## src/rtl/cart_pkg.sv

```systemverilog
// Shared constants for the MMC1-class cartridge mapper: mirroring and PRG
// mode encodings, serial register selects and the control reset value.
package cart_pkg;

  localparam logic [1:0] MIR_ONE_LO = 2'd0;
  localparam logic [1:0] MIR_ONE_HI = 2'd1;
  localparam logic [1:0] MIR_VERT   = 2'd2;
  localparam logic [1:0] MIR_HORZ   = 2'd3;

  // Modes 0 and 1 both select 32 KB switching.
  localparam logic [1:0] PRG_32K_A     = 2'd0;
  localparam logic [1:0] PRG_32K_B     = 2'd1;
  localparam logic [1:0] PRG_FIX_FIRST = 2'd2;
  localparam logic [1:0] PRG_FIX_LAST  = 2'd3;

  typedef enum logic [1:0] {
    REG_CTRL = 2'd0,
    REG_CHR0 = 2'd1,
    REG_CHR1 = 2'd2,
    REG_PRG  = 2'd3
  } reg_sel_e;

  localparam logic [4:0] CTRL_RST = 5'h0C;

endpackage

```

## src/rtl/cart_mmc1_if.sv

```systemverilog
// CPU and PPU cartridge-edge bus seen by the mapper. The master side is the
// console (CPU/PPU), the slave side is the cartridge mapper.
interface cart_mmc1_if;

  logic        prg_nce_in;
  logic [14:0] prg_a_in;
  logic        prg_r_nw_in;
  logic [7:0]  prg_d_in;
  logic [7:0]  prg_d_out;

  logic [13:0] chr_a_in;
  logic        chr_r_nw_in;
  logic [7:0]  chr_d_in;
  logic [7:0]  chr_d_out;

  logic        ciram_nce_out;
  logic        ciram_a10_out;

  modport master (
    output prg_nce_in, prg_a_in, prg_r_nw_in, prg_d_in,
    output chr_a_in, chr_r_nw_in, chr_d_in,
    input  prg_d_out, chr_d_out, ciram_nce_out, ciram_a10_out
  );

  modport slave (
    input  prg_nce_in, prg_a_in, prg_r_nw_in, prg_d_in,
    input  chr_a_in, chr_r_nw_in, chr_d_in,
    output prg_d_out, chr_d_out, ciram_nce_out, ciram_a10_out
  );

endinterface

```

## src/rtl/mmc1_serial_regs.sv

```systemverilog
// Serial register port of the mapper: detects CPU write edges, shifts data in
// LSB-first and loads one of four 5-bit registers on every fifth bit.
module mmc1_serial_regs
  import cart_pkg::*;
(
  input  logic       clk_sys,
  input  logic       rst,
  input  logic       i_wr,
  input  logic       i_reset_bit,
  input  logic       i_data_bit,
  input  logic [1:0] i_sel,
  output logic [4:0] o_ctrl,
  output logic [4:0] o_chr0,
  output logic [4:0] o_chr1,
  output logic [4:0] o_prg
);

  logic       r_wr_prev;
  logic [2:0] r_count;
  logic [4:0] r_shift;
  logic [4:0] r_ctrl;
  logic [4:0] r_chr0;
  logic [4:0] r_chr1;
  logic [4:0] r_prg;

  logic       w_event;
  logic       w_last;
  logic [4:0] w_value;

  assign w_event = i_wr & ~r_wr_prev;
  assign w_last  = (r_count == 3'd4);
  assign w_value = {i_data_bit, r_shift[4:1]};

  // r_wr_prev resets high so a strobe already active when reset releases
  // must drop and rise again before it counts.
  always_ff @(posedge clk_sys or posedge rst) begin
    if (rst) begin
      r_wr_prev <= 1'b1;
      r_count   <= 3'd0;
      r_shift   <= 5'd0;
      r_ctrl    <= CTRL_RST;
      r_chr0    <= 5'd0;
      r_chr1    <= 5'd0;
      r_prg     <= 5'd0;
    end else begin
      r_wr_prev <= i_wr;
      if (w_event) begin
        if (i_reset_bit) begin
          r_count     <= 3'd0;
          r_shift     <= 5'd0;
          r_ctrl[3:2] <= 2'b11;
        end else if (w_last) begin
          r_count <= 3'd0;
          r_shift <= 5'd0;
          case (reg_sel_e'(i_sel))
            REG_CTRL: r_ctrl <= w_value;
            REG_CHR0: r_chr0 <= w_value;
            REG_CHR1: r_chr1 <= w_value;
            REG_PRG:  r_prg  <= w_value;
            default:  r_prg  <= r_prg;
          endcase
        end else begin
          r_count <= r_count + 3'd1;
          r_shift <= w_value;
        end
      end
    end
  end

  assign o_ctrl = r_ctrl;
  assign o_chr0 = r_chr0;
  assign o_chr1 = r_chr1;
  assign o_prg  = r_prg;

endmodule

```

## src/rtl/cart_mmc1.sv

```systemverilog
// MMC1-class cartridge mapper top: translates CPU/PPU addresses into banked
// PRG/CHR memory addresses and drives CIRAM select and A10.
module cart_mmc1
  import cart_pkg::*;
#(
  parameter int PRG_BANKS_LOG2 = 3,
  parameter int CHR_BANKS_LOG2 = 3,
  parameter bit CHR_IS_RAM     = 1'b0
) (
  input  logic                        clk_sys,
  input  logic                        rst,
  output logic                        rst_out,
  cart_mmc1_if.slave                  bus,
  output logic [14+PRG_BANKS_LOG2-1:0] prg_mem_a,
  input  logic [7:0]                  prg_mem_dout,
  output logic [12+CHR_BANKS_LOG2-1:0] chr_mem_a,
  input  logic [7:0]                  chr_mem_dout,
  output logic                        chr_mem_we
);

  localparam int PB = PRG_BANKS_LOG2;
  localparam int CB = CHR_BANKS_LOG2;

  logic [4:0]    w_ctrl;
  logic [4:0]    w_chr0;
  logic [4:0]    w_chr1;
  logic [4:0]    w_prg;
  logic          w_wr;
  logic          w_a14;
  logic          w_a12;
  logic          w_ciram_nce;
  logic [PB-1:0] w_prg_b;
  logic [PB-1:0] w_prg_bank;
  logic [CB-1:0] w_c0;
  logic [CB-1:0] w_c1;
  logic [CB-1:0] w_chr_bank;
  logic          w_a10;
  logic          w_unused_bits;

  assign w_wr = ~bus.prg_nce_in & ~bus.prg_r_nw_in;

  mmc1_serial_regs u_regs (
    .clk_sys     (clk_sys),
    .rst         (rst),
    .i_wr        (w_wr),
    .i_reset_bit (bus.prg_d_in[7]),
    .i_data_bit  (bus.prg_d_in[0]),
    .i_sel       (bus.prg_a_in[14:13]),
    .o_ctrl      (w_ctrl),
    .o_chr0      (w_chr0),
    .o_chr1      (w_chr1),
    .o_prg       (w_prg)
  );

  assign rst_out = rst;

  assign w_a14   = bus.prg_a_in[14];
  assign w_prg_b = w_prg[PB-1:0];

  always_comb begin
    w_prg_bank = w_prg_b;
    case (w_ctrl[3:2])
      PRG_32K_A, PRG_32K_B: w_prg_bank = (w_prg_b & ~PB'(1)) | PB'(w_a14);
      PRG_FIX_FIRST:        w_prg_bank = w_a14 ? w_prg_b : '0;
      PRG_FIX_LAST:         w_prg_bank = w_a14 ? '1 : w_prg_b;
      default:              w_prg_bank = w_prg_b;
    endcase
  end

  assign prg_mem_a     = {w_prg_bank, bus.prg_a_in[13:0]};
  assign bus.prg_d_out = prg_mem_dout & {8{~bus.prg_nce_in}};

  assign w_a12 = bus.chr_a_in[12];
  assign w_c0  = w_chr0[CB-1:0];
  assign w_c1  = w_chr1[CB-1:0];

  // In 8 KB mode the low bank bit comes from PPU A12, not from chr0.
  always_comb begin
    w_chr_bank = (w_c0 & ~CB'(1)) | CB'(w_a12);
    if (w_ctrl[4]) begin
      w_chr_bank = w_a12 ? w_c1 : w_c0;
    end
  end

  assign chr_mem_a = {w_chr_bank, bus.chr_a_in[11:0]};

  always_comb begin
    w_a10 = 1'b0;
    case (w_ctrl[1:0])
      MIR_ONE_LO: w_a10 = 1'b0;
      MIR_ONE_HI: w_a10 = 1'b1;
      MIR_VERT:   w_a10 = bus.chr_a_in[10];
      MIR_HORZ:   w_a10 = bus.chr_a_in[11];
      default:    w_a10 = 1'b0;
    endcase
  end

  assign w_ciram_nce       = ~bus.chr_a_in[13];
  assign bus.ciram_nce_out = w_ciram_nce;
  assign bus.ciram_a10_out = w_a10;
  assign bus.chr_d_out     = chr_mem_dout & {8{w_ciram_nce}};
  assign chr_mem_we        = CHR_IS_RAM & ~bus.chr_r_nw_in & ~bus.chr_a_in[13];

  // PPU write data goes straight to the memory outside; unused data/bank bits here.
  assign w_unused_bits = ^{bus.prg_d_in[6:1], bus.chr_d_in, w_prg, w_chr0, w_chr1};

endmodule

```

## src/flat_wrapper.sv

```systemverilog
// flat-port wrapper written by rule: the top's interface ports become plain ports
module cart_mmc1_flat import cart_pkg::*;
#(
  parameter int PRG_BANKS_LOG2 = 3,
  parameter int CHR_BANKS_LOG2 = 3,
  parameter bit CHR_IS_RAM     = 1'b0
)
  (clk_sys, rst, rst_out, prg_mem_a, prg_mem_dout, chr_mem_a, chr_mem_dout, chr_mem_we, bus_prg_nce_in, bus_prg_a_in, bus_prg_r_nw_in, bus_prg_d_in, bus_chr_a_in, bus_chr_r_nw_in, bus_chr_d_in, bus_prg_d_out, bus_chr_d_out, bus_ciram_nce_out, bus_ciram_a10_out);
  cart_mmc1_if bus_i ();
  input  logic clk_sys;
  input  logic rst;
  output logic rst_out;
  output logic [14+PRG_BANKS_LOG2-1:0] prg_mem_a;
  input  logic [7:0] prg_mem_dout;
  output logic [12+CHR_BANKS_LOG2-1:0] chr_mem_a;
  input  logic [7:0] chr_mem_dout;
  output logic chr_mem_we;
  input wire logic [$bits(bus_i.prg_nce_in)-1:0] bus_prg_nce_in;
  input wire logic [$bits(bus_i.prg_a_in)-1:0] bus_prg_a_in;
  input wire logic [$bits(bus_i.prg_r_nw_in)-1:0] bus_prg_r_nw_in;
  input wire logic [$bits(bus_i.prg_d_in)-1:0] bus_prg_d_in;
  input wire logic [$bits(bus_i.chr_a_in)-1:0] bus_chr_a_in;
  input wire logic [$bits(bus_i.chr_r_nw_in)-1:0] bus_chr_r_nw_in;
  input wire logic [$bits(bus_i.chr_d_in)-1:0] bus_chr_d_in;
  output wire logic [$bits(bus_i.prg_d_out)-1:0] bus_prg_d_out;
  output wire logic [$bits(bus_i.chr_d_out)-1:0] bus_chr_d_out;
  output wire logic [$bits(bus_i.ciram_nce_out)-1:0] bus_ciram_nce_out;
  output wire logic [$bits(bus_i.ciram_a10_out)-1:0] bus_ciram_a10_out;
  assign bus_i.prg_nce_in = bus_prg_nce_in;
  assign bus_i.prg_a_in = bus_prg_a_in;
  assign bus_i.prg_r_nw_in = bus_prg_r_nw_in;
  assign bus_i.prg_d_in = bus_prg_d_in;
  assign bus_i.chr_a_in = bus_chr_a_in;
  assign bus_i.chr_r_nw_in = bus_chr_r_nw_in;
  assign bus_i.chr_d_in = bus_chr_d_in;
  assign bus_prg_d_out = bus_i.prg_d_out;
  assign bus_chr_d_out = bus_i.chr_d_out;
  assign bus_ciram_nce_out = bus_i.ciram_nce_out;
  assign bus_ciram_a10_out = bus_i.ciram_a10_out;
  cart_mmc1 #(.PRG_BANKS_LOG2(PRG_BANKS_LOG2), .CHR_BANKS_LOG2(CHR_BANKS_LOG2), .CHR_IS_RAM(CHR_IS_RAM)) u_core (.clk_sys(clk_sys), .rst(rst), .rst_out(rst_out), .bus(bus_i), .prg_mem_a(prg_mem_a), .prg_mem_dout(prg_mem_dout), .chr_mem_a(chr_mem_a), .chr_mem_dout(chr_mem_dout), .chr_mem_we(chr_mem_we));
endmodule
```

## config.mk

```make
export PLATFORM = sky130hd
export DESIGN_NAME = cart_mmc1_flat
export DESIGN_NICKNAME = d
export VERILOG_FILES = /design/src/rtl/cart_pkg.sv /design/src/rtl/cart_mmc1_if.sv /design/src/rtl/mmc1_serial_regs.sv /design/src/rtl/cart_mmc1.sv /design/src/flat_wrapper.sv
export SDC_FILE = /design/constraint.sdc
export NUM_CORES = 1
export LEC_CHECK = 0
export CORE_UTILIZATION = 34
export CTS_BUF_LIST = sky130_fd_sc_hd__clkbuf_4 sky130_fd_sc_hd__clkbuf_8 sky130_fd_sc_hd__clkbuf_16
export DETAILED_ROUTE_END_ITERATION = 16
export PLACE_DENSITY = 0.85
export SLEW_MARGIN = 20
export SYNTH_ARGS = -nofsm -noshare
export SYNTH_HDL_FRONTEND = slang
export SYNTH_SLANG_ARGS = --single-unit
```

## constraint.sdc

```tcl
create_clock -name clk_sys -period 3.2 [get_ports clk_sys]
set_clock_uncertainty 0.05 [all_clocks]
set_input_delay 0.48 -clock clk_sys [delete_from_list [all_inputs] [get_ports clk_sys]]
set_output_delay 0.48 -clock clk_sys [all_outputs]
set_load 0.02 [all_outputs]
```

==> results of run 1 <==
stage by stage:
step | hold WS (ns) | worst slack, ns | instances | total power, W | utilization
floorplan | 0.4128 | 1.376 | 136 | 0.0004396 | -
global placement | 0.4283 | 0.5620 | 209 | 0.0004737 | 0.4688
detailed placement | 0.4368 | 0.5044 | 209 | 0.0004782 | 0.4688
CTS | 0.4451 | 0.6009 | 213 | 0.0006579 | 0.4818
global route | 0.4707 | 0.5109 | 213 | 0.0006859 | 0.4818
finish | 0.4456 | 0.6044 | 213 | 0.0006504 | 0.4818
worst reg2reg max path: stages (launching register included):
cell,delay [ns]
dfrtp_1,0.38
inv_1,0.08
ha_1,0.19
nor4bb_1,0.51
nand2_1,0.26
mux2_2,0.33
metal layers:
metal	GRT usage	share of wire	vias to the layer above
met5	0	0	-
met4	0.03261	0.0049	0
met3	0.04310	0.058	2
met2	0.2117	0.47	30
met1	0.1591	0.47	478
li1	-	-	496
flip-flops by register name, indices dropped and copies added (netlist names):
register                 count
u_core.u_regs.o_chr0         3
u_core.u_regs.o_chr1         3
u_core.u_regs.o_ctrl         5
u_core.u_regs.o_prg          3
u_core.u_regs.r_count        3
u_core.u_regs.r_shift        4
u_core.u_regs.r_wr_prev      1
kinds of logic (layout without fill, tap and decap cells):
logic type | count (synthesis) | after routing | share of synthesized area
AOI/OAI and AO/OA | 20 | 20 | 0.08869
adders and majority gates | 2 | 2 | 0.01810
buffers and inverters | 37 | 66 | 0.1819
muxes | 15 | 15 | 0.1222
and+or+nand+nor | 39 | 39 | 0.1855
DFF | 22 | 22 | 0.4009
other | 1 | 1 | 0.002712
power by group through the flow:
stage	Sequential (W)	Clock, W	Combinational [W]
floorplan	0.000311	0	0.000129
global placement	0.000315	0	0.000159
detailed placement	0.000316	0	0.000162
CTS	0.000311	0.000185	0.000163
global route	0.000312	0.000200	0.000174
finish	0.000311	0.000179	0.000161
final cells by class:
class / instances / share of cell area
multi-input combinational: 77 / 0.3175
clock buffer: 4 / 0.02686
inverter: 7 / 0.01446
timing repair buffer: 55 / 0.3030
sequential: 22 / 0.3051
tap: 48 / 0.03306
how the worst max path moves through the flow:
stage                                         to  slack [ns]  cells after the start
after floorplan           u_core.u_regs.o_prg[0]        1.38                      4
after global placement    u_core.u_regs.o_prg[0]        0.56                      4
after detailed placement  u_core.u_regs.o_prg[0]        0.50                      4
after CTS                          prg_mem_a[16]        0.60                      5
after global routing               prg_mem_a[16]        0.51                      5
final                              prg_mem_a[15]        0.60                      5
cells in the mapped netlist (all sizes together):
master / n / area [um2]
nor3: 3 / 15.01
a21oi: 7 / 35.03
nor2: 5 / 18.77
nor4: 2 / 27.53
nor2b: 16 / 100.1
nor4bb: 1 / 10.01
a31oi: 1 / 6.260
dfstp: 3 / 78.83
ha: 2 / 25.02
a2bb2oi: 1 / 8.760
or3: 1 / 6.260
nand2b: 1 / 6.260
nor3b: 1 / 12.51
and4bb: 2 / 25.02
dfrtp: 19 / 475.5
o21ai: 6 / 30.03
mux2: 15 / 168.9
nand2: 5 / 18.77
nor4b: 1 / 8.760
a211oi: 1 / 7.510
inv: 7 / 26.28
buf: 30 / 225.2
nand3b: 1 / 7.510
a22o: 4 / 35.03
conb: 1 / 3.750
==> flow_summary.json, run 1 <==
{
  "r2r-end": "u_core.u_regs.o_ctrl[4]",
  "drt_iter0_drc": 39,
  "peakVddDrop_v": 0.0003330,
  "die_h_um": 65.77,
  "status": "finished, final reports clean",
  "start_util": 0.3666,
  "seqCellArea_um2": 554.3,
  "crit_arrival_ns": 2.07,
  "ys_seq_elements": 22,
  "grt_pass1_wl_um": 4264,
  "hold_viol": 0,
  "combPwrFrac": 0.247,
  "finalSetupTns_ns": 0,
  "min_to": "u_core.u_regs.o_ctrl[2]",
  "path_class": "input port to output pin",
  "routed_wl_um": 2667,
  "seqPwrFrac": 0.478,
  "area_delta_synth_final_pct": 31.40,
  "core-area_um2": 3771,
  "cp_top_family": "buffers and inverters",
  "cts_sinks": 22,
  "grt_max_degree": 23,
  "reg2regPathDepth": 5,
  "switching_share": 0.2616,
  "cts_made_buffers": 3,
  "crit_slowest_cell": "clkdlybuf4s50_1",
  "port_buffers": 55,
  "dpl_cell_area_um2": 1768,
  "layout.cells.most_common": "clkdlybuf4s50_1",
  "power.internal_w": 0.0004803,
  "crit_top_cell": "clkdlybuf4s50_1",
  "die_area_um2": 4326,
  "nets": 234,
  "startpoint": "bus_prg_a_in[14]",
  "stdcell_area_um2": 1817,
  "netlist_area_um2": 1383,
  "synth_area_per_cell_um2": 10.17,
  "powerDensity_nw_per_um2": 358.0,
  "layout_common_cells": "55 x clkdlybuf4s50_1, 19 x dfrtp_1, 16 x nor2b_1",
  "clock_path_buffers": 2,
  "grt_pass1_vias": 950,
  "reg2reg_slack_ns": 1.29,
  "worst_pin_slew_ns": 0.7994,
  "max_stage_delay_ns": 0.64,
  "place.gp.congestion": 0.7929,
  "drive_gt1_frac": 0.1576,
  "end_kind": "output pin",
  "die_x_um": 65.77,
  "cts_resized": 0,
  "maxCapViolCount": 0,
  "num_io_pins": 118,
  "leakage_nw": 0.7826,
  "worstPathMaxFanout": 9,
  "hold_path.class": "register to register",
  "grt_usage": 0.1283,
  "path_clk_slew_ns": 0.07,
  "hold_depth": 2,
  "required_ns": 2.67,
  "cts_max_level": 1,
  "postRouteAntennaNets": 0,
  "worst-path-buf-inv": 2,
  "period_needed_ns": 2.596,
  "p_switching_w": 0.0001701,
  "period_share": 0.8111,
  "max_freq_mhz": 385.3,
  "syn-num-nets": 204,
  "post_drt_wl_per_cell_um": 12.52,
  "rsz0062_at_grt": "false",
  "num_antenna_cells": 0,
  "ys_warn_count": 0,
  "overflow": 0,
  "yosysSeqAreaShare": 0.4009,
  "slew_viol_final": 0,
  "fp-row-count": 22,
  "dpl.hpwl_um": 2106,
  "drtPass1Iterations": 4,
  "cts_tree": "yes",
  "clock_latency_ns": 0.26,
  "ys_types": 28,
  "crit_chain": "clkdlybuf4s50_1, nand2b_1, a21oi_1, nor2_1, clkdlybuf4s50_1",
  "synthCells": 136,
  "hold_start": "u_core.u_regs.o_ctrl[2]",
  "drc_errors": 0,
  "p_clk_frac": 0.275,
  "post_cts_buffers": 0,
  "antenna_found_initial": 0,
  "hold_buffers": 0,
  "setup_viol": 0,
  "critPathLaunchType": "input port",
  "dr_total_vias": 1006,
  "maxSlewHeadroom": 0.4664,
  "viasPerCell": 4.723,
  "multi_input_area_um2": 576.8,
  "fill_cells": 330,
  "rr_startpoint": "u_core.u_regs.r_count[0]",
  "root_buffer": "clkbuf_8"
}
No activity file was read; power rests on OpenSTA's default activity.
==> run 2, diff against run 1 <==
CORE_UTILIZATION = 29   (was 34)
PLACE_DENSITY = 0.77   (was 0.85)
clock period = 2.11 ns   (was 3.2 ns; I/O delays follow)
==> run 2 against run 1 <==
- the run now ends with design-rule violations left
- sequential power up 51%
- critical path type unchanged
- first-iteration DRC count rose by 54%
- wire length up 2.7%
- register-to-register slack worse by 0.86 ns
- hold slack worse by 0.091 ns
- highest routed layer unchanged
- global-route usage fell by 1.0 points
==> flow_summary.json, run 2 (same netlist as run 1, synthesis figures left out) <==
{
  "drive_gt1_frac": 0.1919,
  "num_io_pins": 118,
  "stdcell_area_um2": 1894,
  "critPathLaunchType": "input port",
  "worst_slack_ns": 0.06650,
  "die_area_um2": 5047,
  "viasPerCell": 4.585,
  "cts_max_level": 1,
  "end_kind": "output pin",
  "period_share": 0.9685,
  "powerDensity_nw_per_um2": 588.1,
  "slew_viol_final": 0,
  "layout_common_cells": "50 x clkdlybuf4s50_1, 19 x dfrtp_1, 16 x nor2b_1",
  "drt_iter0_drc": 60,
  "leakage_nw": 0.8582,
  "clock_latency_ns": 0.27,
  "hold_buffers": 0,
  "maxCapViolCount": 0,
  "die_x_um": 71.05,
  "reg2regPathDepth": 5,
  "drtPass1Iterations": 11,
  "clock_path_buffers": 2,
  "max_freq_mhz": 489.4,
  "antenna_found_initial": 0,
  "peakVddDrop_v": 0.0002804,
  "root_buffer": "clkbuf_8",
  "fill_cells": 420,
  "grt_pass1_vias": 1021,
  "r2r-end": "u_core.u_regs.o_ctrl[4]",
  "dp.cells": 220,
  "status": "finished, violations left",
  "start_util": 0.3090,
  "violations": "design-rule violations",
  "dpl.hpwl_um": 2155,
  "final_cell_count_no_fill": 224,
  "rr_startpoint": "u_core.u_regs.r_count[0]",
  "path_class": "input port to output pin",
  "postRouteAntennaNets": 0,
  "required_ns": 1.74,
  "fp-row-count": 24,
  "cts_sinks": 22,
  "area_delta_synth_final_pct": 37.01,
  "nets": 241,
  "cts_made_buffers": 3,
  "period_needed_ns": 2.044,
  "hold_viol": 0,
  "rsz0062_at_grt": "false",
  "layout.cells.most_common": "clkdlybuf4s50_1",
  "routed_wl_um": 2739,
  "place_ws_ns": -0.05828,
  "grt_usage": 0.1181,
  "largest_reg_flops": 5,
  "port_buffers": 55,
  "die_h_um": 71.05,
  "crit_arrival_ns": 1.68,
  "reg2reg_slack_ns": 0.43,
  "drc_errors": 11,
  "place.gp.congestion": 0.7885,
  "core-area_um2": 4474,
  "post_drt_wl_per_cell_um": 12.23,
  "hold_path.class": "input port to async pin",
  "num_antenna_cells": 0,
  "dpl_cell_area_um2": 1826,
  "dr_total_vias": 1027,
  "setup_viol": 0,
  "path_clk_slew_ns": 0.08,
  "overflow": 0,
  "worstPathMaxFanout": 9,
  "grt_pass1_wl_um": 4698,
  "cts_tree": "yes",
  "grt_max_degree": 23
}
[run 2: area by class of cell]
cell class | count | area (um2) | area share
clock buffers | 3 | 41.29 | 0.02180
flip-flops and latches | 22 | 554.3 | 0.2926
clock inverters | 1 | 30.03 | 0.01585
multi-input cells | 77 | 576.8 | 0.3045
inverters | 7 | 26.28 | 0.01387
repair buffers | 62 | 600.6 | 0.3170
well taps | 52 | 65.06 | 0.03435
[run 2: worst max-delay path: stages]
cell and delay [ns]:
clkdlybuf4s50_1 0.45, buf_4 0.19, nor2b_1 0.11, clkdlybuf4s50_1 0.61
[run 2: what timing repair did]
action | 4_1_cts | 5_1_grt
setup endpoints to repair | 4 | 1
setup buffers | 0 | 0
resized for setup | 4 | 1
[run 2: power breakdown]
group / switching, W / leakage (nW) / internal, W / total, W
logic: 0.000112 / 0.530 / 0.000136 / 0.000248
clock network: 0.000141 / 0.0357 / 0.000254 / 0.000395
registers: 0.0000230 / 0.293 / 0.000448 / 0.000471
[run 2: worst max path at each step]
stage	startpoint	end	slack [ns]	cells after the start
after detailed placement	bus_prg_a_in[14]	prg_mem_a[15]	-0.06	5
final	bus_prg_nce_in	bus_prg_d_out[5]	0.07	4
after global placement	bus_prg_a_in[14]	prg_mem_a[15]	-0.03	5
after floorplan	bus_prg_nce_in	u_core.u_regs.o_prg[0]	0.45	4
after global routing	bus_prg_nce_in	bus_prg_d_out[1]	0.006	4
after CTS	bus_chr_a_in[12]	chr_mem_a[13]	0.002	4
[run 2: metal layers]
| metal | global-route usage | up-vias | part of all wire |
|---|---|---|---|
| li1 | - | 508 | - |
| met1 | 0.1470 | 462 | 0.46 |
| met2 | 0.1902 | 52 | 0.44 |
| met3 | 0.03704 | 5 | 0.083 |
| met4 | 0.04889 | 0 | 0.018 |
| met5 | 0 | - | 0 |
[run 2: stage by stage]
| stage | setup TNS [ns] | utilization | power, W | hold slack, ns |
|---|---|---|---|---|
| final | 0 | 0.4234 | 0.001114 | 0.3542 |
| after global placement | -0.07765 | 0.4080 | 0.0007276 | 0.4331 |
| after floorplan | 0 | - | 0.0006667 | 0.2535 |
| after global routing | 0 | 0.4234 | 0.001170 | 0.3920 |
| after detailed placement | -0.1347 | 0.4080 | 0.0007342 | 0.4454 |
| after CTS | 0 | 0.4228 | 0.001128 | 0.3656 |
==> run 3, diff against run 2 <==
CAP_MARGIN = 5   (was default)
==> results of run 3 <==
Final layout, timing and power as in run 2 (identical DEF).
